==> src/rtl/imem_loader_if.sv <==
// Byte-link and instruction-memory write bus between the host, imem_loader and the memory.
// master: host side of the byte link and observer of the memory bus; slave: the loader.
interface imem_loader_if;
    logic [7:0]  rx_data;
    logic        rx_valid;
    logic        rx_ready;
    logic        mem_mode;
    logic [7:0]  mem_address;
    logic [31:0] mem_write_data;
    logic        mem_write_enable;

    modport master (
        output rx_data, rx_valid,
        input  rx_ready, mem_mode, mem_address, mem_write_data, mem_write_enable
    );

    modport slave (
        input  rx_data, rx_valid,
        output rx_ready, mem_mode, mem_address, mem_write_data, mem_write_enable
    );
endinterface

==> src/rtl/imem_loader.sv <==
// Loads a count-prefixed, MSB-first byte stream into the 256x32 instruction memory, then releases the CPU.
// Define LOADER_CHECKSUM_EN to require a trailing XOR checksum byte (mismatch leaves the CPU held off).
module imem_loader #(
    parameter logic [7:0] BASE_ADDR = 8'd0
) (
    input  logic              clk,
    input  logic              reset,
    input  logic              start,
    imem_loader_if.slave      bus,
    output logic              cpu_run,
    output logic              busy,
    output logic              done,
    output logic              error,
    output logic [8:0]        words_loaded
);

    localparam int unsigned BYTE_W = 8;
    localparam int unsigned WORD_W = 32;
    localparam int unsigned CNT_W  = 9;

    typedef enum logic [2:0] {
        S_IDLE, S_COUNT, S_BYTE, S_WRITE, S_DONE
`ifdef LOADER_CHECKSUM_EN
        , S_CHECK, S_ERR
`endif
    } state_e;

    state_e              state_q, state_d;
    logic [BYTE_W-1:0]   count_q, count_d;
    logic [1:0]          byte_idx_q, byte_idx_d;
    logic [WORD_W-1:0]   asm_q, asm_d;
    logic [CNT_W-1:0]    words_loaded_q, words_loaded_d;
    logic                rx_ready_q, rx_ready_d;
    logic                mem_mode_q, mem_mode_d;
    logic [BYTE_W-1:0]   mem_address_q, mem_address_d;
    logic [WORD_W-1:0]   mem_write_data_q, mem_write_data_d;
    logic                mem_write_enable_q, mem_write_enable_d;
    logic                cpu_run_q, cpu_run_d;
    logic                busy_q, busy_d;
    logic                done_q, done_d;
`ifdef LOADER_CHECKSUM_EN
    logic [BYTE_W-1:0]   csum_q, csum_d;
    logic                error_q, error_d;
`endif

    logic                fire;
    logic                last_word;
    logic [CNT_W-1:0]    target;

    // Next state and datapath; outputs are decoded from the next state so they register cleanly.
    always_comb begin
        state_d          = state_q;
        count_d          = count_q;
        byte_idx_d       = byte_idx_q;
        asm_d            = asm_q;
        words_loaded_d   = words_loaded_q;
        mem_address_d    = mem_address_q;
        mem_write_data_d = mem_write_data_q;
`ifdef LOADER_CHECKSUM_EN
        csum_d           = csum_q;
`endif
        fire      = bus.rx_valid && rx_ready_q;
        // A count byte of zero stands for a full 256-word image.
        target    = {(count_q == 8'd0), count_q};
        last_word = (words_loaded_q + 9'd1) == target;

        case (state_q)
            S_IDLE, S_DONE
`ifdef LOADER_CHECKSUM_EN
            , S_ERR
`endif
            : begin
                if (start) begin
                    state_d        = S_COUNT;
                    words_loaded_d = '0;
`ifdef LOADER_CHECKSUM_EN
                    csum_d         = '0;
`endif
                end
            end
            S_COUNT: begin
                if (fire) begin
                    count_d    = bus.rx_data;
                    byte_idx_d = 2'd0;
`ifdef LOADER_CHECKSUM_EN
                    csum_d     = csum_q ^ bus.rx_data;
`endif
                    state_d    = S_BYTE;
                end
            end
            S_BYTE: begin
                if (fire) begin
                    asm_d      = {asm_q[WORD_W-BYTE_W-1:0], bus.rx_data};
                    byte_idx_d = byte_idx_q + 2'd1;
`ifdef LOADER_CHECKSUM_EN
                    csum_d     = csum_q ^ bus.rx_data;
`endif
                    if (byte_idx_q == 2'd3) begin
                        state_d          = S_WRITE;
                        mem_address_d    = BASE_ADDR + words_loaded_q[BYTE_W-1:0];
                        mem_write_data_d = {asm_q[WORD_W-BYTE_W-1:0], bus.rx_data};
                    end
                end
            end
            S_WRITE: begin
                words_loaded_d = words_loaded_q + 9'd1;
`ifdef LOADER_CHECKSUM_EN
                state_d        = last_word ? S_CHECK : S_BYTE;
`else
                state_d        = last_word ? S_DONE : S_BYTE;
`endif
            end
`ifdef LOADER_CHECKSUM_EN
            S_CHECK: begin
                if (fire) state_d = (bus.rx_data == csum_q) ? S_DONE : S_ERR;
            end
`endif
            default: state_d = S_IDLE;
        endcase

        rx_ready_d         = 1'b0;
        busy_d             = 1'b0;
        mem_mode_d         = 1'b1;
        mem_write_enable_d = 1'b0;
        cpu_run_d          = 1'b0;
        done_d             = 1'b0;
`ifdef LOADER_CHECKSUM_EN
        error_d            = 1'b0;
`endif
        case (state_d)
            S_COUNT, S_BYTE: begin
                rx_ready_d = 1'b1;
                busy_d     = 1'b1;
                mem_mode_d = 1'b0;
            end
            S_WRITE: begin
                busy_d             = 1'b1;
                mem_mode_d         = 1'b0;
                mem_write_enable_d = 1'b1;
            end
            S_DONE: begin
                cpu_run_d = 1'b1;
                done_d    = 1'b1;
            end
`ifdef LOADER_CHECKSUM_EN
            S_CHECK: begin
                rx_ready_d = 1'b1;
                busy_d     = 1'b1;
                mem_mode_d = 1'b0;
            end
            S_ERR: error_d = 1'b1;
`endif
            default: ;
        endcase
    end

    always_ff @(posedge clk or posedge reset) begin
        if (reset) begin
            state_q            <= S_IDLE;
            count_q            <= '0;
            byte_idx_q         <= '0;
            asm_q              <= '0;
            words_loaded_q     <= '0;
            rx_ready_q         <= 1'b0;
            mem_mode_q         <= 1'b1;
            mem_address_q      <= '0;
            mem_write_data_q   <= '0;
            mem_write_enable_q <= 1'b0;
            cpu_run_q          <= 1'b0;
            busy_q             <= 1'b0;
            done_q             <= 1'b0;
`ifdef LOADER_CHECKSUM_EN
            csum_q             <= '0;
            error_q            <= 1'b0;
`endif
        end else begin
            state_q            <= state_d;
            count_q            <= count_d;
            byte_idx_q         <= byte_idx_d;
            asm_q              <= asm_d;
            words_loaded_q     <= words_loaded_d;
            rx_ready_q         <= rx_ready_d;
            mem_mode_q         <= mem_mode_d;
            mem_address_q      <= mem_address_d;
            mem_write_data_q   <= mem_write_data_d;
            mem_write_enable_q <= mem_write_enable_d;
            cpu_run_q          <= cpu_run_d;
            busy_q             <= busy_d;
            done_q             <= done_d;
`ifdef LOADER_CHECKSUM_EN
            csum_q             <= csum_d;
            error_q            <= error_d;
`endif
        end
    end

    assign bus.rx_ready         = rx_ready_q;
    assign bus.mem_mode         = mem_mode_q;
    assign bus.mem_address      = mem_address_q;
    assign bus.mem_write_data   = mem_write_data_q;
    assign bus.mem_write_enable = mem_write_enable_q;
    assign cpu_run              = cpu_run_q;
    assign busy                 = busy_q;
    assign done                 = done_q;
    assign words_loaded         = words_loaded_q;
`ifdef LOADER_CHECKSUM_EN
    assign error                = error_q;
`else
    assign error                = 1'b0;
`endif

endmodule

==> src/flat_wrapper.sv <==
// flat-port wrapper written by rule: the top's interface ports become plain ports
module imem_loader_flat 
#(
    parameter logic [7:0] BASE_ADDR = 8'd0
)
  (clk, reset, start, cpu_run, busy, done, error, words_loaded, bus_rx_data, bus_rx_valid, bus_rx_ready, bus_mem_mode, bus_mem_address, bus_mem_write_data, bus_mem_write_enable);
  imem_loader_if bus_i ();
  input  logic clk;
  input  logic reset;
  input  logic start;
  output logic cpu_run;
  output logic busy;
  output logic done;
  output logic error;
  output logic [8:0] words_loaded;
  input wire logic [$bits(bus_i.rx_data)-1:0] bus_rx_data;
  input wire logic [$bits(bus_i.rx_valid)-1:0] bus_rx_valid;
  output wire logic [$bits(bus_i.rx_ready)-1:0] bus_rx_ready;
  output wire logic [$bits(bus_i.mem_mode)-1:0] bus_mem_mode;
  output wire logic [$bits(bus_i.mem_address)-1:0] bus_mem_address;
  output wire logic [$bits(bus_i.mem_write_data)-1:0] bus_mem_write_data;
  output wire logic [$bits(bus_i.mem_write_enable)-1:0] bus_mem_write_enable;
  assign bus_i.rx_data = bus_rx_data;
  assign bus_i.rx_valid = bus_rx_valid;
  assign bus_rx_ready = bus_i.rx_ready;
  assign bus_mem_mode = bus_i.mem_mode;
  assign bus_mem_address = bus_i.mem_address;
  assign bus_mem_write_data = bus_i.mem_write_data;
  assign bus_mem_write_enable = bus_i.mem_write_enable;
  imem_loader #(.BASE_ADDR(BASE_ADDR)) u_core (.clk(clk), .reset(reset), .start(start), .bus(bus_i), .cpu_run(cpu_run), .busy(busy), .done(done), .error(error), .words_loaded(words_loaded));
endmodule
==> config.mk <==
export PLATFORM = sky130hd
export DESIGN_NAME = imem_loader_flat
export DESIGN_NICKNAME = d
export VERILOG_FILES = /design/src/rtl/imem_loader_if.sv /design/src/rtl/imem_loader.sv /design/src/flat_wrapper.sv
export SDC_FILE = /design/constraint.sdc
export NUM_CORES = 1
export LEC_CHECK = 0
export ABC_AREA = 0
export CAP_MARGIN = 25
export CORE_ASPECT_RATIO = 0.5
export CORE_MARGIN = 5
export CORE_UTILIZATION = 35
export CTS_CLUSTER_DIAMETER = 120
export DETAILED_ROUTE_END_ITERATION = 12
export HOLD_SLACK_MARGIN = 0.08
export PLACE_DENSITY = 0.65
export SLEW_MARGIN = 25
export SYNTH_ARGS = -nofsm -noshare
export SYNTH_HDL_FRONTEND = slang
export SYNTH_SLANG_ARGS = --single-unit
==> constraint.sdc <==
create_clock -name clk -period 3.67 [get_ports clk]
set_input_delay 0.734 -clock clk [delete_from_list [all_inputs] [get_ports clk]]
set_output_delay 0.734 -clock clk [all_outputs]
set_load 0.005 [all_outputs]
==> out/results.txt, run 1 <==
Vias in the first global route -> 2473
Htree depth -> 3
Core Region -> 10900 µm²
Hold Crit Class -> register to register
Reg power frac -> 44.0%
Reg clk slew, reported paths -> 0.06 ns
Crit path max fanout -> 19
Syn_area_per_cell -> 13.9 µm²
CTS root buffer -> clkbuf_16
Slew headroom -> 52.3%
Pre-CTS setup slack -> 1.05 ns
Top-count cell post-synth -> dfrtp_1
CTS Sinks -> 91
Status -> complete, no violations
DRT Wirelength -> 7660 µm
Syn_nets -> 292
Logic pwr share -> 35.1%
Hold Vio Cnt, Final -> 0
Post-CTS Hold Buffers -> 0
Max IR drop VDD -> 0.287 mV
CP peak stage delay -> 0.55 ns
Compound-gate portion of the synthesized area -> 4.82%
Unique masters post-synth -> 43
Post-DR wirelength/cell -> 15.5 µm
IO Count -> 68
Lkg Pwr -> 2.10 nW
Grt total ovfl -> 0
Number of synthesized register bits -> 91
Slew @ Worst Pin -> 0.714 ns
ANT nets after route -> 0
GP Congestion -> 0.809
Inst Count DP -> 478
Largest family of logic cells by synthesized area -> multiplexers
Mapped Cells -> 278
P per Cell Area -> 791 nW/µm²
DIE WIDTH -> 159 µm
Total Neg Setup Slack -> 0 ns
Gr usage total -> 12.3%
ANT cells -> 0
Switching Fraction -> 29.5%
Max_cap viols -> 0
CP Capture Type -> register
Min Tclk post-route -> 2.24 ns
Setup clock skew after layout -> 0.00638 ns
Nets -> 358
Yosys top cell area share -> 58.2%
Post-synthesis sequential area ratio -> 58.9%
Via density per instance -> 4.80
Hold WS -> 0.479 ns
Postcts setup bufs -> 0
Filler instances -> 962
Slew Viols, Final -> 0
Synthesis-to-layout area growth -> 27.2%
Worst setup margin -> 1.43 ns
Largest net degree at the start of global routing -> 55
Synth warn -> 0
Cts bufs inserted -> 9
First-pass GRT wire length -> 13000 µm
Post-DP Area -> 4660 µm²
Chip height -> 84.3 µm
Clock tree buffer depth -> 2
Power, Total -> 3.90 mW
Clock power frac -> 21.0%
# DRC -> 0
Port bufs -> 66
Top post-synthesis cells by area -> dfrtp_1 (58%), mux2_2 (14%), mux2_1 (7.0%), o21ai_0 (1.7%), xnor2_1 (1.4%)
CP arrival -> 2.47 ns
Count of cells resized by post-cts repair -> 0
# setup viols final -> 0
Initial DRC Count -> 78
Synth Area in Simple Gates -> 7.54%
P_sw -> 1.15 mW
CP Cell Sequence -> clkdlybuf4s50_1 -> nand3b_4 -> nor2_4 -> nand2_2 -> inv_2 -> mux2_2
Half-perimeter wire length after placement -> 5470 µm
Async set-reset flop share out of synthesis -> 100%
Die outline area -> 13400 µm²
TritonCTS clock tree -> done
Share of cells above drive strength 1 -> 22.7%
Via count -> 2368
Worst skew pair latency -> 0.34 ns
Std cell rows -> 27
Starting Density -> 35.5%
Mapped Area -> 3870 µm²
Final Cell Area -> 4920 µm²
EDFF count, synth -> 0
Max Freq -> 0.446 GHz
Startpoint type of the worst setup path -> input pin
Synth Area in XOR/XNOR -> 4.14%
Total iterations of the first detailed-routing run -> 4
Crit Path Class -> input pin to register
Core Util, Final -> 45.1%
Cell-internal power -> 2.75 mW
Most common library cells after synthesis -> dfrtp_1 (90), mux2_2 (49), mux2_1 (24), o21ai_0 (13), nand2_1 (12)
Initial antenna violation count -> 0
Synth Area in Adders -> 0.647%
Worst endpoint required time -> 3.90 ns
Area leader, netlist -> dfrtp_1
RSZ-0062 raised after global routing -> false
Top FF cell, synth -> dfrtp_1
CP max stage cell -> clkdlybuf4s50_1
Final worst path period share -> 61.1%
Mux share of post-synthesis cell area -> 21.2%
Layout Cells excl Fill -> 493
-- layout make-up --
type                    instances  area (µm²)  area share, %
flip-flops and latches         91        2280           46.3
clock buffers                  11         233           4.73
inverters                       4        16.3          0.330
clock inverters                 4        28.8          0.585
multi-input cells             169        1490           30.2
repair buffers                 69         696           14.1
well taps                     145         181           3.69
-- routing by layer --
layer	track usage, %	vias up	share of wire [%]
li1	-	1112	-
met1	15.4	1213	43
met2	19.9	36	50
met3	4.33	7	5.1
met4	4.02	0	1.1
met5	0	-	0
-- registers in the layout (all words and copies together) (netlist names) --
register	cells
u_core.bus.mem_write_enable	1
u_core.byte_idx_q	2
u_core.asm_q	24
u_core.bus.mem_mode	1
u_core.cpu_run	1
u_core.bus.rx_ready	1
u_core.state_q	3
u_core.count_q	8
u_core.busy	1
u_core.bus.mem_address	8
u_core.words_loaded	9
u_core.bus.mem_write_data	32
-- power groups by stage --
| stage | clock, mW | combinational (mW) | sequential, mW |
|---|---|---|---|
| floorplan | 0 | 0.736 | 1.66 |
| global placement | 0 | 1.35 | 1.71 |
| detailed placement | 0 | 1.39 | 1.74 |
| CTS | 0.840 | 1.40 | 1.72 |
| global route | 0.877 | 1.50 | 1.78 |
| finish | 0.817 | 1.37 | 1.71 |
-- critical path, delay by kind of cell --
kind                   cells  cell delay [ns]
and+or+nand+nor            3             0.42
muxes                      1             0.39
buffers and inverters      2             0.92
-- cell families after synthesis --
group                      count (synthesis)
DFF                                       91
muxes                                     73
and+or+nand+nor                           48
AOI/OAI and AO/OA                         30
buffers and inverters                     18
xor gates and xnor gates                  15
adders and majority gates                  2
other                                      1
-- cell usage in the layout (no fill, tap or decap), types with 2 or more instances in the layout --
master	instances
xnor2_2	2
a31oi_1	3
a22o_1	3
o21ai_0	13
nand3_1	4
xnor2_1	6
nand2_1	12
nor3_1	2
mux2_1	24
nand2b_1	2
a21o_1	2
nand4_1	2
clkinvlp_4	2
nor4_1	2
mux2_2	49
o31ai_1	3
and3_4	2
ha_1	2
a21oi_1	3
nor2_1	8
clkdlybuf4s50_1	66
nor2b_1	5
dfrtp_1	90
clkinv_2	2
and2_1	2
xor2_1	6
clkbuf_1	2
buf_4	2
clkbuf_16	9
-- final timing paths --
check	from	slack, ns	end	cells past startpoint
worst max-delay path	bus_rx_valid	1.43	u_core.bus.mem_write_data[24]	6
worst min-delay path	u_core.asm_q[22]	0.48	u_core.bus.mem_write_data[30]	1
worst max register to register	u_core.words_loaded[0]	1.52	u_core.state_q[1]	7
worst min register to register	u_core.asm_q[22]	0.48	u_core.bus.mem_write_data[30]	1
max in group asynchronous	reset	2.19	u_core.bus.mem_write_data[27]	3
min in group asynchronous	reset	0.79	u_core.bus.mem_write_data[4]	2
(Power assumes the default switching activity.)
==> run 2, diff against run 1 <==
==> constraint.sdc (replaced) <==
create_clock -name clk -period 2.32 [get_ports clk]
set_input_delay 0.464 -clock clk [delete_from_list [all_inputs] [get_ports clk]]
set_output_delay 0.464 -clock clk [all_outputs]
set_load 0.005 [all_outputs]
==> run 2 against run 1 <==
Against the previous run:
- non-clock buffer count up 6
- hold slack got worse by 0.017 ns
- clock power increased by 85%
- critical endpoint is now u_core.state_q[1]
- largest cell class unchanged
- largest power group unchanged
==> out/results.txt, run 2 (synthesis results as in run 1) <==
Status -> complete, no violations
Worst skew pair latency -> 0.34 ns
Initial antenna violation count -> 0
Min Tclk post-route -> 1.92 ns
Core Region -> 10900 µm²
Post-DP Area -> 4720 µm²
Lkg Pwr -> 2.16 nW
R2r endpoint -> u_core.state_q[1]
Core Util, Final -> 46.1%
Startpoint type of the worst setup path -> register
Clock tree buffer depth -> 2
Logic pwr share -> 34.7%
Filler instances -> 951
DRT Wirelength -> 7910 µm
Number of flip-flops in the largest register -> 32
P per Cell Area -> 1280 nW/µm²
Nets -> 364
Max Freq -> 0.521 GHz
Hold Vio Cnt, Final -> 0
IO Count -> 68
Vias in the first global route -> 2600
Worst R2R Start -> u_core.words_loaded[0]
Max IR drop VDD -> 0.403 mV
Switching Fraction -> 29.5%
# setup viols final -> 0
Gr usage total -> 12.9%
Post-CTS Hold Buffers -> 0
Post-DR wirelength/cell -> 15.8 µm
Setup clock skew after layout -> 0.00751 ns
Chip height -> 84.3 µm
Hold Crit Class -> input pin to asynchronous set/reset pin
P_sw -> 1.89 mW
Via density per instance -> 4.75
Starting Density -> 35.5%
Synthesis-to-layout area growth -> 30.0%
DIE WIDTH -> 159 µm
Max_cap viols -> 0
Cell-internal power -> 4.53 mW
Via count -> 2377
Critical path startpoint -> u_core.words_loaded[0]
# DRC -> 0
Worst endpoint required time -> 2.54 ns
Total Neg Setup Slack -> 0 ns
Final Cell Area -> 5030 µm²
Commonest cells after routing, fill and taps aside -> dfrtp_1 (90), clkdlybuf4s50_1 (66), mux2_2 (49), mux2_1 (24), o21ai_0 (13)
TritonCTS clock tree -> done
Die outline area -> 13400 µm²
Count of cells resized by post-cts repair -> 0
RSZ-0062 raised after global routing -> false
ANT nets after route -> 0
Cts bufs inserted -> 9
Clock power frac -> 23.5%
First-pass GRT wire length -> 13600 µm
Slew Viols, Final -> 0
Grt total ovfl -> 0
Most common cell after layout, fill and taps aside -> dfrtp_1
Reg clk slew, reported paths -> 0.07 ns
Final worst path period share -> 82.7%
Std cell rows -> 27
Initial DRC Count -> 77
CP arrival -> 2.13 ns
Half-perimeter wire length after placement -> 5720 µm
Total iterations of the first detailed-routing run -> 4
Worst setup path end -> u_core.state_q[1]
Htree depth -> 3
Worst reg2reg path depth -> 7
Crit path max fanout -> 6
R2R setup slack -> 0.40 ns
Reg power frac -> 41.8%
GP Congestion -> 0.744
CTS root buffer -> clkbuf_16
Crit Path Class -> register to register
ANT cells -> 0
Port bufs -> 66
Share of cells above drive strength 1 -> 24.8%
Postcts setup bufs -> 0
CTS Sinks -> 91
Largest net degree at the start of global routing -> 39
CP Capture Type -> register
## run 2: cell count changes in the layout (fill, tap and decap cells not counted)
cell	before	now
bufinv_16	0	1
clkinv_2	2	1
buf_12	1	2
clkbuf_1	2	0
clkinv_4	1	0
buf_4	2	7
clkbuf_8	0	1
inv_6	0	3
## run 2: worst max-delay path, cell delays in order, from the launching register on
cell and delay [ns]:
dfrtp_1 0.38, ha_1 0.27, xnor2_1 0.25, xnor2_1 0.10, nor3_2 0.20, nand4_2 0.16, o31ai_1 0.31, a31oi_1 0.12
## run 2: stage by stage
stage | hold slack, ns | cells | setup slack (ns) | total power [mW]
after floorplan | 0.454 | 278 | 0.502 | 3.78
after global placement | 0.475 | 484 | 0.172 | 4.90
after detailed placement | 0.481 | 484 | 0.123 | 4.99
after CTS | 0.456 | 500 | 0.388 | 6.53
after global routing | 0.495 | 500 | 0.151 | 6.85
final | 0.463 | 500 | 0.401 | 6.42
## run 2: worst min-delay path by stage
| stage | end |
|---|---|
| detailed placement | u_core.bus.mem_address[2] |
| global placement | u_core.bus.mem_write_data[30] |
| finish | u_core.asm_q[1] |
| CTS | u_core.asm_q[1] |
| global route | u_core.asm_q[1] |
| floorplan | u_core.bus.mem_write_data[30] |
## run 2: cell type report
type	count	area (µm²)	share of cell area, %
clock buffers	10	239	4.75
multi-input cells	169	1490	29.6
inverters	4	18.8	0.373
clock inverters	6	68.8	1.37
flip-flops and latches	91	2280	45.3
repair buffers	75	753	15.0
well taps	145	181	3.61
## run 2: power groups by stage
stage,Sequential (mW),Combinational [mW],Clock (mW)
finish,2.69,2.23,1.51
global route,2.80,2.45,1.60
CTS,2.70,2.28,1.55
detailed placement,2.72,2.27,0
global placement,2.68,2.21,0
floorplan,2.62,1.17,0
## run 2: layer usage
layer | routed length, µm | track usage, % | share of wire [%]
met5 | 0 | 0 | 0
met2 | 3950 | 21.2 | 50
met3 | 314 | 3.76 | 4.0
met1 | 3550 | 16.6 | 45
met4 | 104 | 3.56 | 1.3
==> run 3, diff against run 2 <==
==> constraint.sdc (replaced) <==
create_clock -name clk -period 1.87 [get_ports clk]
set_input_delay 0.374 -clock clk [delete_from_list [all_inputs] [get_ports clk]]
set_output_delay 0.374 -clock clk [all_outputs]
set_load 0.005 [all_outputs]
==> run 3 against run 2 <==
Against the previous run:
- clock skew about the same
- power up 29%
- combinational power up 41%
- clock-buffer cell count unchanged
- register-to-register slack worse by 0.37 ns
- worst setup slack worse by 0.37 ns
- die area unchanged
- wire length up 0.40%
- non-clock buffer count up 18
- first-iteration DRC count up 47%
- critical path type unchanged
==> out/results.txt, run 3 (synthesis results as in run 1) <==
Most used routing layer in global routing -> met2
Std cell rows -> 27
Slew Viols, Final -> 0
Total iterations of the first detailed-routing run -> 4
Startpoint type of the worst setup path -> register
Initial DRC Count -> 113
Nets -> 382
Reg clk slew, reported paths -> 0.06 ns
GR Util met2 -> 20.0%
Setup clock skew after layout -> 0.00766 ns
RSZ-0062 raised after global routing -> true
Via density per instance -> 4.70
Cts bufs inserted -> 9
First-pass GRT wire length -> 13400 µm
Inst Count DP -> 498
Worst skew pair latency -> 0.34 ns
Critical path startpoint -> u_core.words_loaded[0]
ANT cells -> 0
Port bufs -> 66
CP Capture Type -> register
Hold Crit Class -> register to register
# setup viols final -> 0
Synthesis-to-layout area growth -> 35.9%
Worst endpoint required time -> 2.14 ns
Max_cap viols -> 0
Share of cells above drive strength 1 -> 30.6%
R2R setup slack -> 0.03 ns
DRT Wirelength -> 7950 µm
Min Tclk post-route -> 1.84 ns
M3 GR Usage -> 3.96%
ANT nets after route -> 0
Status -> complete, no violations
Starting Density -> 35.5%
Via count -> 2433
Core Region -> 10900 µm²
CP arrival -> 2.11 ns
Met1 usage -> 16.5%
Hold WS -> 0.489 ns
# DRC -> 0
CTS root buffer -> clkbuf_16
Worst setup path end -> u_core.state_q[2]
Post-DR wirelength/cell -> 15.3 µm
Worst reg2reg path depth -> 7
Commonest cells after routing, fill and taps aside -> dfrtp_1 (87), clkdlybuf4s50_1 (64), mux2_2 (49), mux2_1 (24), buf_4 (20)
Clock tree buffer depth -> 2
Die outline area -> 13400 µm²
CTS Sinks -> 91
Crit path max fanout -> 5
IO Count -> 68
Hold Vio Cnt, Final -> 0
Vias in the first global route -> 2575
Most common cell after layout, fill and taps aside -> dfrtp_1
GP Congestion -> 0.780
P per Cell Area -> 1580 nW/µm²
Largest net degree at the start of global routing -> 92
TritonCTS clock tree -> done
Half-perimeter wire length after placement -> 5620 µm
Crit Path Class -> register to register
Layout Cells excl Fill -> 518
Number of flip-flops in the largest register -> 32
R2r endpoint -> u_core.state_q[2]
Chip height -> 84.3 µm
Final worst path period share -> 98.5%
Lkg Pwr -> 2.29 nW
Post-CTS Hold Buffers -> 0
Grt total ovfl -> 0
Gr usage total -> 12.6%
Htree depth -> 3
Worst R2R Start -> u_core.words_loaded[0]
Max IR drop VDD -> 0.527 mV
DIE WIDTH -> 159 µm
Initial antenna violation count -> 0
Power, Total -> 8.29 mW
Max Freq -> 0.543 GHz
[run 3: critical path, cell delays in order, from the launching register on]
cell	delay (ns)
dfrtp_1	0.42
buf_6	0.14
and3_4	0.19
and3_4	0.15
xnor3_1	0.22
nand4_2	0.15
nor3_4	0.29
a22o_1	0.21
[run 3: stage by stage]
step | setup TNS (ns) | setup WS (ns) | instance area [µm²] | utilization [%]
3_3_place_gp | -1.36 | -0.0495 | 4850 | 44.5
6_report | 0 | 0.0274 | 5260 | 48.2
3_5_place_dp | -3.37 | -0.0936 | 4850 | 44.5
2_1_floorplan | 0 | 0.0515 | 3870 | -
4_1_cts | -0.0246 | -0.0172 | 5170 | 47.4
5_1_grt | -0.0827 | -0.0539 | 5260 | 48.2
[run 3: where the power goes]
part | internal [mW] | switching (mW) | total (mW) | leakage, nW
clock | 1.09 | 0.762 | 1.85 | 0.151
combinational | 2.03 | 1.11 | 3.14 | 1.03
sequential | 2.77 | 0.530 | 3.30 | 1.11
total | 5.89 | 2.40 | 8.29 | 2.29
[run 3: area by class of cell]
| type | count | area, µm² |
|---|---|---|
| Fill cell | 946 | 5650 |
| Inverter | 4 | 18.8 |
| Tap cell | 145 | 181 |
| Clock buffer | 10 | 239 |
| Multi-Input combinational cell | 169 | 1530 |
| Sequential cell | 91 | 2280 |
| Timing Repair Buffer | 93 | 938 |
| Clock inverter | 6 | 71.3 |
[run 3: repair_timing]
action                                  4_1_cts  5_1_grt
pin swaps                                     1        8
gates resized for setup                       2       11
endpoints found under the setup margin        6        6
setup buffers                                 0        4
[run 3: how the worst min path moves through the flow]
stage | from | to | cells past startpoint
after detailed placement | u_core.bus.mem_write_data[13] | u_core.bus.mem_write_data[13] | 1
after CTS | u_core.asm_q[22] | u_core.bus.mem_write_data[30] | 1
after floorplan | u_core.asm_q[22] | u_core.bus.mem_write_data[30] | 1
final | u_core.bus.mem_write_data[7] | u_core.bus.mem_write_data[7] | 1
after global placement | u_core.asm_q[22] | u_core.bus.mem_write_data[30] | 1
after global routing | u_core.bus.mem_write_data[3] | u_core.bus.mem_write_data[3] | 1
[run 3: per-layer routing]
layer  part of all wire [%]  wire, µm  vias to the layer above
li1                       -         -                     1154
met1                     45      3600                     1228
met2                     49      3870                       42
met3                    4.6       369                        9
met4                    1.4       114                        0
met5                      0         0                        -
